### src/rtl/kanade_mem_pkg.sv
`default_nettype none
// ============================================================================
// Module   : kanade_mem_pkg
// Purpose  : Shared definitions for the memory port arbiter: access-mode
//            encodings, arbiter FSM state encoding, byte-enable lane masks
//            and small helpers for mode decoding and alignment checks.
// Ports    : none (package)
// Revision : 1.0 - initial release
// ============================================================================
package kanade_mem_pkg;

  // Access modes carried on ch_mode. Encodings above MEM_MODE_WORD are
  // undefined and behave as word accesses.
  localparam logic [2:0] MEM_MODE_BYTE       = 3'd0;
  localparam logic [2:0] MEM_MODE_BYTE_SIGN  = 3'd1;
  localparam logic [2:0] MEM_MODE_HWORD      = 3'd2;
  localparam logic [2:0] MEM_MODE_HWORD_SIGN = 3'd3;
  localparam logic [2:0] MEM_MODE_WORD       = 3'd4;

  // Arbiter FSM state encoding.
  localparam logic [1:0] ST_IDLE  = 2'd0;
  localparam logic [1:0] ST_ISSUE = 2'd1;
  localparam logic [1:0] ST_WAIT  = 2'd2;
  localparam logic [1:0] ST_RESP  = 2'd3;

  // Big-endian lane masks for offset 0; shifted right by the byte offset.
  localparam logic [3:0] C_BE_BYTE  = 4'b1000;
  localparam logic [3:0] C_BE_HWORD = 4'b1100;
  localparam logic [3:0] C_BE_WORD  = 4'b1111;

  // Collapse undefined mode encodings onto word.
  function automatic logic [2:0] mem_mode_norm(input logic [2:0] mode);
    return (mode > MEM_MODE_WORD) ? MEM_MODE_WORD : mode;
  endfunction

  // True when the low address bits do not match the access size.
  function automatic logic mem_misaligned(input logic [2:0] mode,
                                          input logic [1:0] addr_lo);
    logic [2:0] m;
    m = mem_mode_norm(mode);
    if (m == MEM_MODE_HWORD || m == MEM_MODE_HWORD_SIGN) begin
      return addr_lo[0];
    end
    if (m == MEM_MODE_WORD) begin
      return (addr_lo != 2'b00);
    end
    return 1'b0;
  endfunction

endpackage : kanade_mem_pkg
`default_nettype wire

### src/rtl/mem_lane_align.sv
`default_nettype none
// ============================================================================
// Module   : mem_lane_align
// Purpose  : Combinational big-endian byte-lane steering. With STORE=1 the
//            right-aligned store data is moved into its addressed lane and
//            the matching byte enables are produced. With STORE=0 the
//            addressed lane of a RAM word is right-aligned and sign- or
//            zero-extended according to the mode; byte enables read 4'b1111.
// Ports    : mode_i    [2:0]  access mode (MEM_MODE_*)
//            addr_lo_i [1:0]  byte offset within the word
//            data_i    [31:0] store data (STORE=1) or raw RAM word (STORE=0)
//            data_o    [31:0] lane-steered store data or extended load data
//            byteen_o  [3:0]  byte enables, bit 3 = byte offset 0
// Revision : 1.0 - initial release
// ============================================================================
module mem_lane_align
  import kanade_mem_pkg::*;
#(
  parameter bit STORE = 1'b1
) (
  input  logic [2:0]  mode_i,
  input  logic [1:0]  addr_lo_i,
  input  logic [31:0] data_i,
  output logic [31:0] data_o,
  output logic [3:0]  byteen_o
);

  if (STORE) begin : g_store
    always_comb begin
      data_o   = data_i;
      byteen_o = C_BE_WORD;
      case (mem_mode_norm(mode_i))
        MEM_MODE_BYTE, MEM_MODE_BYTE_SIGN: begin
          byteen_o = C_BE_BYTE >> addr_lo_i;
          case (addr_lo_i)
            2'd0:    data_o = {data_i[7:0], 24'h000000};
            2'd1:    data_o = {8'h00, data_i[7:0], 16'h0000};
            2'd2:    data_o = {16'h0000, data_i[7:0], 8'h00};
            default: data_o = {24'h000000, data_i[7:0]};
          endcase
        end
        MEM_MODE_HWORD, MEM_MODE_HWORD_SIGN: begin
          // Only a[1] selects the half; a[0] is ignored here.
          if (addr_lo_i[1]) begin
            byteen_o = C_BE_HWORD >> 2;
            data_o   = {16'h0000, data_i[15:0]};
          end else begin
            byteen_o = C_BE_HWORD;
            data_o   = {data_i[15:0], 16'h0000};
          end
        end
        default: begin
          data_o   = data_i;
          byteen_o = C_BE_WORD;
        end
      endcase
    end
  end else begin : g_load
    logic [7:0]  w_byte;
    logic [15:0] w_hword;

    always_comb begin
      case (addr_lo_i)
        2'd0:    w_byte = data_i[31:24];
        2'd1:    w_byte = data_i[23:16];
        2'd2:    w_byte = data_i[15:8];
        default: w_byte = data_i[7:0];
      endcase
      w_hword  = addr_lo_i[1] ? data_i[15:0] : data_i[31:16];
      byteen_o = C_BE_WORD;
      data_o   = data_i;
      case (mem_mode_norm(mode_i))
        MEM_MODE_BYTE:       data_o = {24'h000000, w_byte};
        MEM_MODE_BYTE_SIGN:  data_o = {{24{w_byte[7]}}, w_byte};
        MEM_MODE_HWORD:      data_o = {16'h0000, w_hword};
        MEM_MODE_HWORD_SIGN: data_o = {{16{w_hword[15]}}, w_hword};
        default:             data_o = data_i;
      endcase
    end
  end

endmodule : mem_lane_align
`default_nettype wire

### src/rtl/mem_port_arbiter.sv
`default_nettype none
// ============================================================================
// Module   : mem_port_arbiter
// Purpose  : Round-robin arbiter granting NCH requesters access to a single
//            RAM port with RD_LAT cycles of read latency. One transaction is
//            outstanding at a time (IDLE -> ISSUE -> WAIT -> RESP). Stores are
//            lane-steered big-endian; loads are extracted and extended.
// Config   : MEM_ARB_MISALIGN_CHECK_EN - when defined, misaligned accesses
//            are granted but skip the RAM and complete at T+1 with
//            err_misalign. When undefined, err_misalign is 0 and low address
//            bits below the access size are ignored.
// Ports    : clk, reset            clock, synchronous active-high reset
//            ch_req/ch_we [NCH]    per-channel request / store select
//            ch_addr  [NCH*32]     per-channel byte address
//            ch_mode  [NCH*3]      per-channel access mode (MEM_MODE_*)
//            ch_wdata [NCH*32]     per-channel right-aligned store data
//            ch_gnt/ch_rvalid[NCH] one-hot grant / completion pulses
//            ch_rdata [32]         shared load result
//            err_misalign          misalignment error pulse
//            ram_addr/wren/byteen/wdata, ram_q   RAM port
// Revision : 1.0 - initial release
// ============================================================================
module mem_port_arbiter
  import kanade_mem_pkg::*;
#(
  parameter int NCH    = 2,
  parameter int RD_LAT = 1
) (
  input  logic              clk,
  input  logic              reset,
  input  logic [NCH-1:0]    ch_req,
  input  logic [NCH-1:0]    ch_we,
  input  logic [NCH*32-1:0] ch_addr,
  input  logic [NCH*3-1:0]  ch_mode,
  input  logic [NCH*32-1:0] ch_wdata,
  output logic [NCH-1:0]    ch_gnt,
  output logic [NCH-1:0]    ch_rvalid,
  output logic [31:0]       ch_rdata,
  output logic              err_misalign,
  output logic [29:0]       ram_addr,
  output logic              ram_wren,
  output logic [3:0]        ram_byteen,
  output logic [31:0]       ram_wdata,
  input  logic [31:0]       ram_q
);

  localparam int CW = $clog2(NCH);
  localparam int IW = CW + 1;  // room for last_gnt + NCH before wrap
  localparam logic [CW-1:0] C_LAST_RST = CW'(NCH - 1);
  localparam logic [2:0]    C_WAIT_LAST = 3'((RD_LAT > 1) ? (RD_LAT - 2) : 0);

  logic [1:0]    state_q, state_d;
  logic [CW-1:0] last_gnt_q, last_gnt_d;
  logic [CW-1:0] sel_q, sel_d;
  logic          we_q, we_d;
  logic [31:0]   addr_q, addr_d;
  logic [2:0]    mode_q, mode_d;
  logic [31:0]   wdata_q, wdata_d;
  logic [2:0]    wait_cnt_q, wait_cnt_d;
`ifdef MEM_ARB_MISALIGN_CHECK_EN
  logic          misalign_q, misalign_d;
`endif

  logic          w_gnt_vld;
  logic [CW-1:0] w_gnt_idx;
  logic [IW-1:0] w_rr_idx;
  logic [31:0]   w_st_wdata;
  logic [3:0]    w_st_byteen;
  logic [31:0]   w_ld_rdata;
  logic [3:0]    w_ld_byteen;

  // Round-robin pick: scan from last_gnt+1 upward, wrapping modulo NCH.
  always_comb begin
    w_gnt_vld = 1'b0;
    w_gnt_idx = '0;
    w_rr_idx  = '0;
    for (int k = 1; k <= NCH; k++) begin
      w_rr_idx = IW'(last_gnt_q) + IW'(k);
      if (w_rr_idx >= IW'(NCH)) begin
        w_rr_idx = w_rr_idx - IW'(NCH);
      end
      if (!w_gnt_vld && ch_req[w_rr_idx[CW-1:0]]) begin
        w_gnt_vld = 1'b1;
        w_gnt_idx = w_rr_idx[CW-1:0];
      end
    end
  end

  mem_lane_align #(.STORE(1'b1)) u_store_align (
    .mode_i    (mode_q),
    .addr_lo_i (addr_q[1:0]),
    .data_i    (wdata_q),
    .data_o    (w_st_wdata),
    .byteen_o  (w_st_byteen)
  );

  mem_lane_align #(.STORE(1'b0)) u_load_align (
    .mode_i    (mode_q),
    .addr_lo_i (addr_q[1:0]),
    .data_i    (ram_q),
    .data_o    (w_ld_rdata),
    .byteen_o  (w_ld_byteen)
  );

  // State register.
  always_ff @(posedge clk) begin
    if (reset) begin
      state_q    <= ST_IDLE;
      last_gnt_q <= C_LAST_RST;
      sel_q      <= '0;
      we_q       <= 1'b0;
      addr_q     <= '0;
      mode_q     <= '0;
      wdata_q    <= '0;
      wait_cnt_q <= '0;
`ifdef MEM_ARB_MISALIGN_CHECK_EN
      misalign_q <= 1'b0;
`endif
    end else begin
      state_q    <= state_d;
      last_gnt_q <= last_gnt_d;
      sel_q      <= sel_d;
      we_q       <= we_d;
      addr_q     <= addr_d;
      mode_q     <= mode_d;
      wdata_q    <= wdata_d;
      wait_cnt_q <= wait_cnt_d;
`ifdef MEM_ARB_MISALIGN_CHECK_EN
      misalign_q <= misalign_d;
`endif
    end
  end

  // Next-state logic. Grants happen only in IDLE, so a channel with a
  // transaction in flight can never be granted again until it completes.
  always_comb begin
    state_d    = state_q;
    last_gnt_d = last_gnt_q;
    sel_d      = sel_q;
    we_d       = we_q;
    addr_d     = addr_q;
    mode_d     = mode_q;
    wdata_d    = wdata_q;
    wait_cnt_d = wait_cnt_q;
`ifdef MEM_ARB_MISALIGN_CHECK_EN
    misalign_d = misalign_q;
`endif
    case (state_q)
      ST_IDLE: begin
        if (w_gnt_vld) begin
          last_gnt_d = w_gnt_idx;
          sel_d      = w_gnt_idx;
          we_d       = ch_we[w_gnt_idx];
          addr_d     = ch_addr[w_gnt_idx*32 +: 32];
          mode_d     = ch_mode[w_gnt_idx*3 +: 3];
          wdata_d    = ch_wdata[w_gnt_idx*32 +: 32];
          wait_cnt_d = '0;
`ifdef MEM_ARB_MISALIGN_CHECK_EN
          misalign_d = mem_misaligned(ch_mode[w_gnt_idx*3 +: 3],
                                      ch_addr[w_gnt_idx*32 +: 2]);
          // Misaligned accesses bypass the RAM and respond next cycle.
          state_d    = misalign_d ? ST_RESP : ST_ISSUE;
`else
          state_d    = ST_ISSUE;
`endif
        end
      end
      ST_ISSUE: state_d = (RD_LAT == 1) ? ST_RESP : ST_WAIT;
      ST_WAIT: begin
        if (wait_cnt_q == C_WAIT_LAST) begin
          state_d = ST_RESP;
        end else begin
          wait_cnt_d = wait_cnt_q + 3'd1;
        end
      end
      ST_RESP: state_d = ST_IDLE;
      default: state_d = ST_IDLE;
    endcase
  end

  // Outputs. Everything is forced low while reset is high, which also
  // suppresses a store whose ISSUE cycle coincides with reset.
  always_comb begin
    ch_gnt       = '0;
    ch_rvalid    = '0;
    ch_rdata     = '0;
    err_misalign = 1'b0;
    ram_addr     = '0;
    ram_wren     = 1'b0;
    ram_byteen   = '0;
    ram_wdata    = '0;
    if (!reset) begin
      case (state_q)
        ST_IDLE: begin
          if (w_gnt_vld) begin
            ch_gnt[w_gnt_idx] = 1'b1;
          end
        end
        ST_ISSUE: begin
          ram_addr   = addr_q[31:2];
          ram_wren   = we_q;
          ram_byteen = we_q ? w_st_byteen : w_ld_byteen;
          ram_wdata  = we_q ? w_st_wdata : 32'h0;
        end
        ST_RESP: begin
          ch_rvalid[sel_q] = 1'b1;
`ifdef MEM_ARB_MISALIGN_CHECK_EN
          if (misalign_q) begin
            err_misalign = 1'b1;
          end else begin
            ch_rdata = w_ld_rdata;
          end
`else
          ch_rdata = w_ld_rdata;
`endif
        end
        default: ;
      endcase
    end
  end

endmodule : mem_port_arbiter
`default_nettype wire
### config.mk
export PLATFORM = sky130hd
export DESIGN_NAME = mem_port_arbiter
export DESIGN_NICKNAME = d
export VERILOG_FILES = /design/src/rtl/kanade_mem_pkg.sv /design/src/rtl/mem_lane_align.sv /design/src/rtl/mem_port_arbiter.sv
export SDC_FILE = /design/constraint.sdc
export NUM_CORES = 1
export LEC_CHECK = 0
export CORE_MARGIN = 2
export CORE_UTILIZATION = 38
export DETAILED_ROUTE_END_ITERATION = 7
export MAX_ROUTING_LAYER = met4
export PLACE_DENSITY_LB_ADDON = 0.3
export SETUP_SLACK_MARGIN = 0.5
export SYNTH_ARGS = -nofsm -noshare
export SYNTH_HDL_FRONTEND = slang
export SYNTH_SLANG_ARGS = --single-unit
### constraint.sdc
create_clock -name clk -period 3 [get_ports clk]
set_input_delay 0.9 -clock clk [delete_from_list [all_inputs] [get_ports clk]]
set_output_delay 0.9 -clock clk [all_outputs]
set_load 0.1 [all_outputs]
---- Yosys cells after proc, flatten, opt, wreduce, memory -nomap -nowiden ----
Cells that the tools add are included.
storage, ports and cells
  flip-flop bits (word level) ............. 75
  input bits .............................. 172
  output and inout bits ................... 104
  word-level logic and storage cells ...... 100
operators by class
  add/subtract/negate cells ............... 5
  $mul .................................... 1
  $lt $le $gt $ge ......................... 9
  eq/ne operators ......................... 11
  shifts and indexed selects .............. 4
  mux-type cells .......................... 48
  reduce and logical (&&, ||, !) cells .... 14
operators with widths
  cell                  number
  $mux W32              6
  $pmux W32 S4          1
  $shiftx A64 B7 Y32    2
  $pmux W32 S3          1
  $pmux W32 S2          1
  $mux W30              2
  $pmux W8 S3           1
  $mux W1               16
  $mux W16              1
  $mux W4               4
  $mux W2               7
  $mux W3               3
  $lt A1 B2 Y1 const B  4
  $pmux W2 S4           1
  $pmux W4 S2           1
  $eq A2 B2 Y1 const B  3
  $eq A3 B2 Y1 const B  2
  $logic_not A3 Y1      2
  $ne A2 B2 Y1 const B  3
  $pmux W3 S2           1
  $shiftx A6 B4 Y3      1
  $eq A2 B1 Y1 const B  2
  $ge A2 B2 Y1 const B  2
  $logic_not A2 Y1      2
  16 further kinds      23

---- Longest topological paths before layout ----
Gate-level depths: netlist of run 1.
  depth in word-level cells ............... 16
  mapped depth ............................ 8
  depth with buffers taken out ............ 6

---- Cells and area by module ----
Synthesis of run 1 repeated with hierarchy kept, for this count alone.
unflattened totals
  cells, all modules ...................... 598
  area total of the unflattened synthesis .. 5087.4 um^2
modules (own cells, without submodules)
  module                          times used  cells each  area an instance (um^2)  sequential area each (um^2)
  mem_port_arbiter                1           398         3656.0                   1501.4
  mem_lane_align (u_load_align)   1           131         850.8                    0.0
  mem_lane_align (u_store_align)  1           69          580.6                    0.0

---- Worst setup path after synthesis of run 1 ----
Ideal clock, no wire load.
  kind .................................... input-to-output
  start ................................... input port reset
  end ..................................... output port ch_rdata[11]
  arrival ................................. 3.589 ns
  required time ........................... 2.100 ns
  slack ................................... -1.489 ns
  stages on the path ...................... 5
  buffers on the path ..................... 2
  cell sequence ........................... buf_2 > inv_1 > nand2_1 > clkbuf_1 > o21ai_0
between the ends
  word-level cells in the longest chain between the ends .. 1
ends and longest elaborated chain
  item         RTL line                 RTL
  from (decl)  mem_port_arbiter.sv:30   input logic reset,
  $mux W32     mem_port_arbiter.sv:192  if (!reset) begin
  to (decl)    mem_port_arbiter.sv:38   output logic [31:0] ch_rdata,
No other way between the ends.

---- Final worst setup path of run 1 ----
  start ................................... input port ram_q[7]
  end ..................................... output port ch_rdata[30]
between the ends
  word-level cells in the longest chain between the ends .. 4
ends and longest elaborated chain
  item          RTL line                 RTL
  from (decl)   mem_port_arbiter.sv:44   input logic [31:0] ram_q
  $pmux W8 S3   mem_lane_align.sv:63     case (addr_lo_i)
  $pmux W32 S4  mem_lane_align.sv:72     case (mem_mode_norm(mode_i))
  $mux W32      mem_port_arbiter.sv:193  case (state_q)
  $mux W32      mem_port_arbiter.sv:192
No other way between the ends.

==> impl_metrics.json, run 1 <==
{
  "use_met2_pct": 63.3,
  "postLayoutCoreUtil_pct": 94.2,
  "max_cap_violations": 0,
  "avgViaCountPerCell": 6.27,
  "synth_xor_area_share_pct": 0.194,
  "dieArea_sq_um": 12800,
  "p_per_area_nw_per_um2": 388,
  "grt_use_met3_pct": 7.87,
  "synth_nets": 775,
  "seq_area_frac_synth_pct": 33.2,
  "rsz0062_at_grt": "true",
  "root_buffer": "clkbuf_16",
  "setup_viol": 27,
  "violations": "design-rule violations, negative setup slack",
  "worstSetupPathType": "input port to output pin",
  "mostFrequentLayoutCells": "clkdlybuf4s50_1, nand2_1, buf_12, a22oi_1, dfxtp_1",
  "async_flop_share_pct": 0,
  "met1_usage_pct": 35.6,
  "dieHeight_microns": 113,
  "die_w_microns": 113,
  "start_util_pct": 39.2,
  "cts_hold_buf": 0,
  "syn_avg_cell_area_sq_um": 7.58,
  "path_max_fanout": 6,
  "num_rows": 39,
  "synth_top_flop_cell": "dfxtp_1",
  "synthSimpleGateAreaFrac_pct": 28.6,
  "wirelength_microns": 28500,
  "peakVddDrop_mv": 0.344,
  "status": "finished, violations left",
  "clkTransAtPathRegs_ns": 0.06,
  "final.setup.worst_slack_ns": -0.218,
  "crit_start": "ram_q[7]",
  "grt_max_degree": 47,
  "htreeDepth": 3,
  "grtUsageTotal_pct": 35.5,
  "drive_above_1_share_pct": 41.3,
  "syn-cell-area_sq_um": 4520,
  "antenna_left": 0,
  "drv_slew": 0,
  "synth.mux.area_fraction_pct": 2.27,
  "hp-class": "flop to flop",
  "cp.arrival_ns": 2.32,
  "grt_pass1_vias": 6485,
  "worstPathRequired_ns": 2.10,
  "p_leak_nw": 4.25,
  "dp_cells": 1011,
  "critPathCaptureType": "output pin",
  "place_congestion": 0.977,
  "grt_pass1_wl_microns": 34200,
  "fin_skew_ns": 0.0109,
  "dpl_cell_area_sq_um": 9500,
  "yosysWarnings": 0,
  "hold-worst-slack_ns": 0.445,
  "synth_seq_cells": 75,
  "pin_count": 276,
  "worstHoldStart": "addr_q[9]$_SDFFE_PP0P_",
  "tightestPinTransition_ns": 0.667,
  "relSlewSlack_pct": 55.5,
  "final_cell_area_sq_um": 10900,
  "wl_per_cell_microns": 26.4,
  "synth-edff-count": 0,
  "synth_compound_area_share_pct": 27.4,
  "fin_cells": 1080,
  "final_common_cell": "clkdlybuf4s50_1",
  "cts_tree": "built",
  "drc": 16,
  "cts_made_buffers": 9,
  "netlist-cell-type-count": 51,
  "startpoint_type": "input port",
  "coreArea_sq_um": 11500,
  "synth_top_family_by_area": "simple AND/OR/NAND/NOR gates",
  "syn_inst": 596,
  "antenna_cells": 0,
  "p_total_mw": 4.21,
  "nets": 1113,
  "grt_antenna_before_repair": 0,
  "cts_max_path_buffers": 2,
  "hold_viol_final": 0,
  "clock-sinks": 75,
  "r2r_start": "state_q[0]$_SDFFE_PP0P_",
  "gr-max-usage-layer": "met2",
  "min_period_ns": 3.22,
  "clock_latency_ns": 0.35,
  "r2r_slack_ns": 0.73,
  "max_freq_ghz": 0.311,
  "num_vias": 6775,
  "timing.final.crit_share_pct": 107,
  "syn_to_final_growth_pct": 140,
  "drtPass1Iterations": 7,
  "placement.io_buffers": 274,
  "drtIter0Drc": 747,
  "place_hpwl_microns": 15900,
  "grt-ovfl-total": 0,
  "synthAdderAreaFrac_pct": 1.94
}
-- power by group --
part	internal, mW	switching (mW)	total, mW
Combinational	0.870	1.07	1.94
Sequential	1.11	0.137	1.25
Clock	0.574	0.447	1.02
-- final timing paths --
kind	to	cells after the start
max	ch_rdata[30]	8
min	addr_q[9]$_SDFFE_PP0P_	2
max reg2reg	addr_q[1]$_SDFFE_PP0P_	8
min reg2reg	addr_q[9]$_SDFFE_PP0P_	2
-- worst max-delay path, cell delays in order --
cell     delay [ns]
buf_2          0.11
mux2_4         0.27
a32o_2         0.30
a21oi_4        0.19
buf_12         0.15
buf_16         0.14
nor3_4         0.06
buf_12         0.18
-- Yosys cell counts (9+ instances only) --
cell	instances	area, sq um
nand2_1	141	529
clkbuf_1	20	75.1
a31oi_1	9	56.3
dfxtp_1	75	1500
inv_1	11	41.3
and2_1	39	244
nor2b_1	19	119
a22o_1	10	87.6
a22oi_1	93	698
o21ai_0	29	145
buf_2	18	90.1
nor2_1	32	120
nor3_1	17	85.1
-- final cells by class --
class	count	area (sq um)
clock buffer	10	239
clock inverter	4	28.8
fill	310	666
inverter	11	57.6
multi-input combinational	462	3780
sequential	75	1520
tap	143	179
timing repair buffer	375	5050
-- stage by stage --
stage               TNS [ns]  worst slack (ns)
floorplan              -3.20            -0.271
global placement      -24.68            -0.483
detailed placement    -26.08            -0.518
CTS                    -3.45            -0.132
global route           -4.85            -0.232
finish                 -4.33            -0.218
-- registers in the layout, indices dropped and copies added, names as in the netlist --
name and flops:
mode_q 3, wait_cnt_q 3, addr_q 32, wdata_q 32, state_q 2, last_gnt_q 1
we_q 1, sel_q 1
-- metal layers --
layer | share of wire, % | vias up
li1 | - | 2787
met1 | 33 | 3219
met2 | 50 | 567
met3 | 8.3 | 202
met4 | 9.3 | 0
met5 | 0 | -
-- logic make-up (layout without fill, tap and decap cells) --
logic type	after synthesis	count (layout)
AND/OR/NAND/NOR	272	272
flip-flops	75	75
adder cells (fa/ha/maj)	7	7
AO/OA/AOI/OAI	171	171
multiplexers	10	10
buffers and inverters	59	400
other	1	1
XOR/XNOR	1	1
-- what timing repair did --
action,4_1_cts,5_1_grt
gates cloned,5,1
gates resized for setup,81,81
setup buffers,17,32
pin swaps,20,38
endpoints found under the setup margin,146,103
Power figures use the tool's default switching activity.
==> inputs of run 2 (changes only) <==
Settings changed: CAP_MARGIN set to 40.
==> results of run 2 <==
Final layout, timing and power as in run 1 (identical DEF).
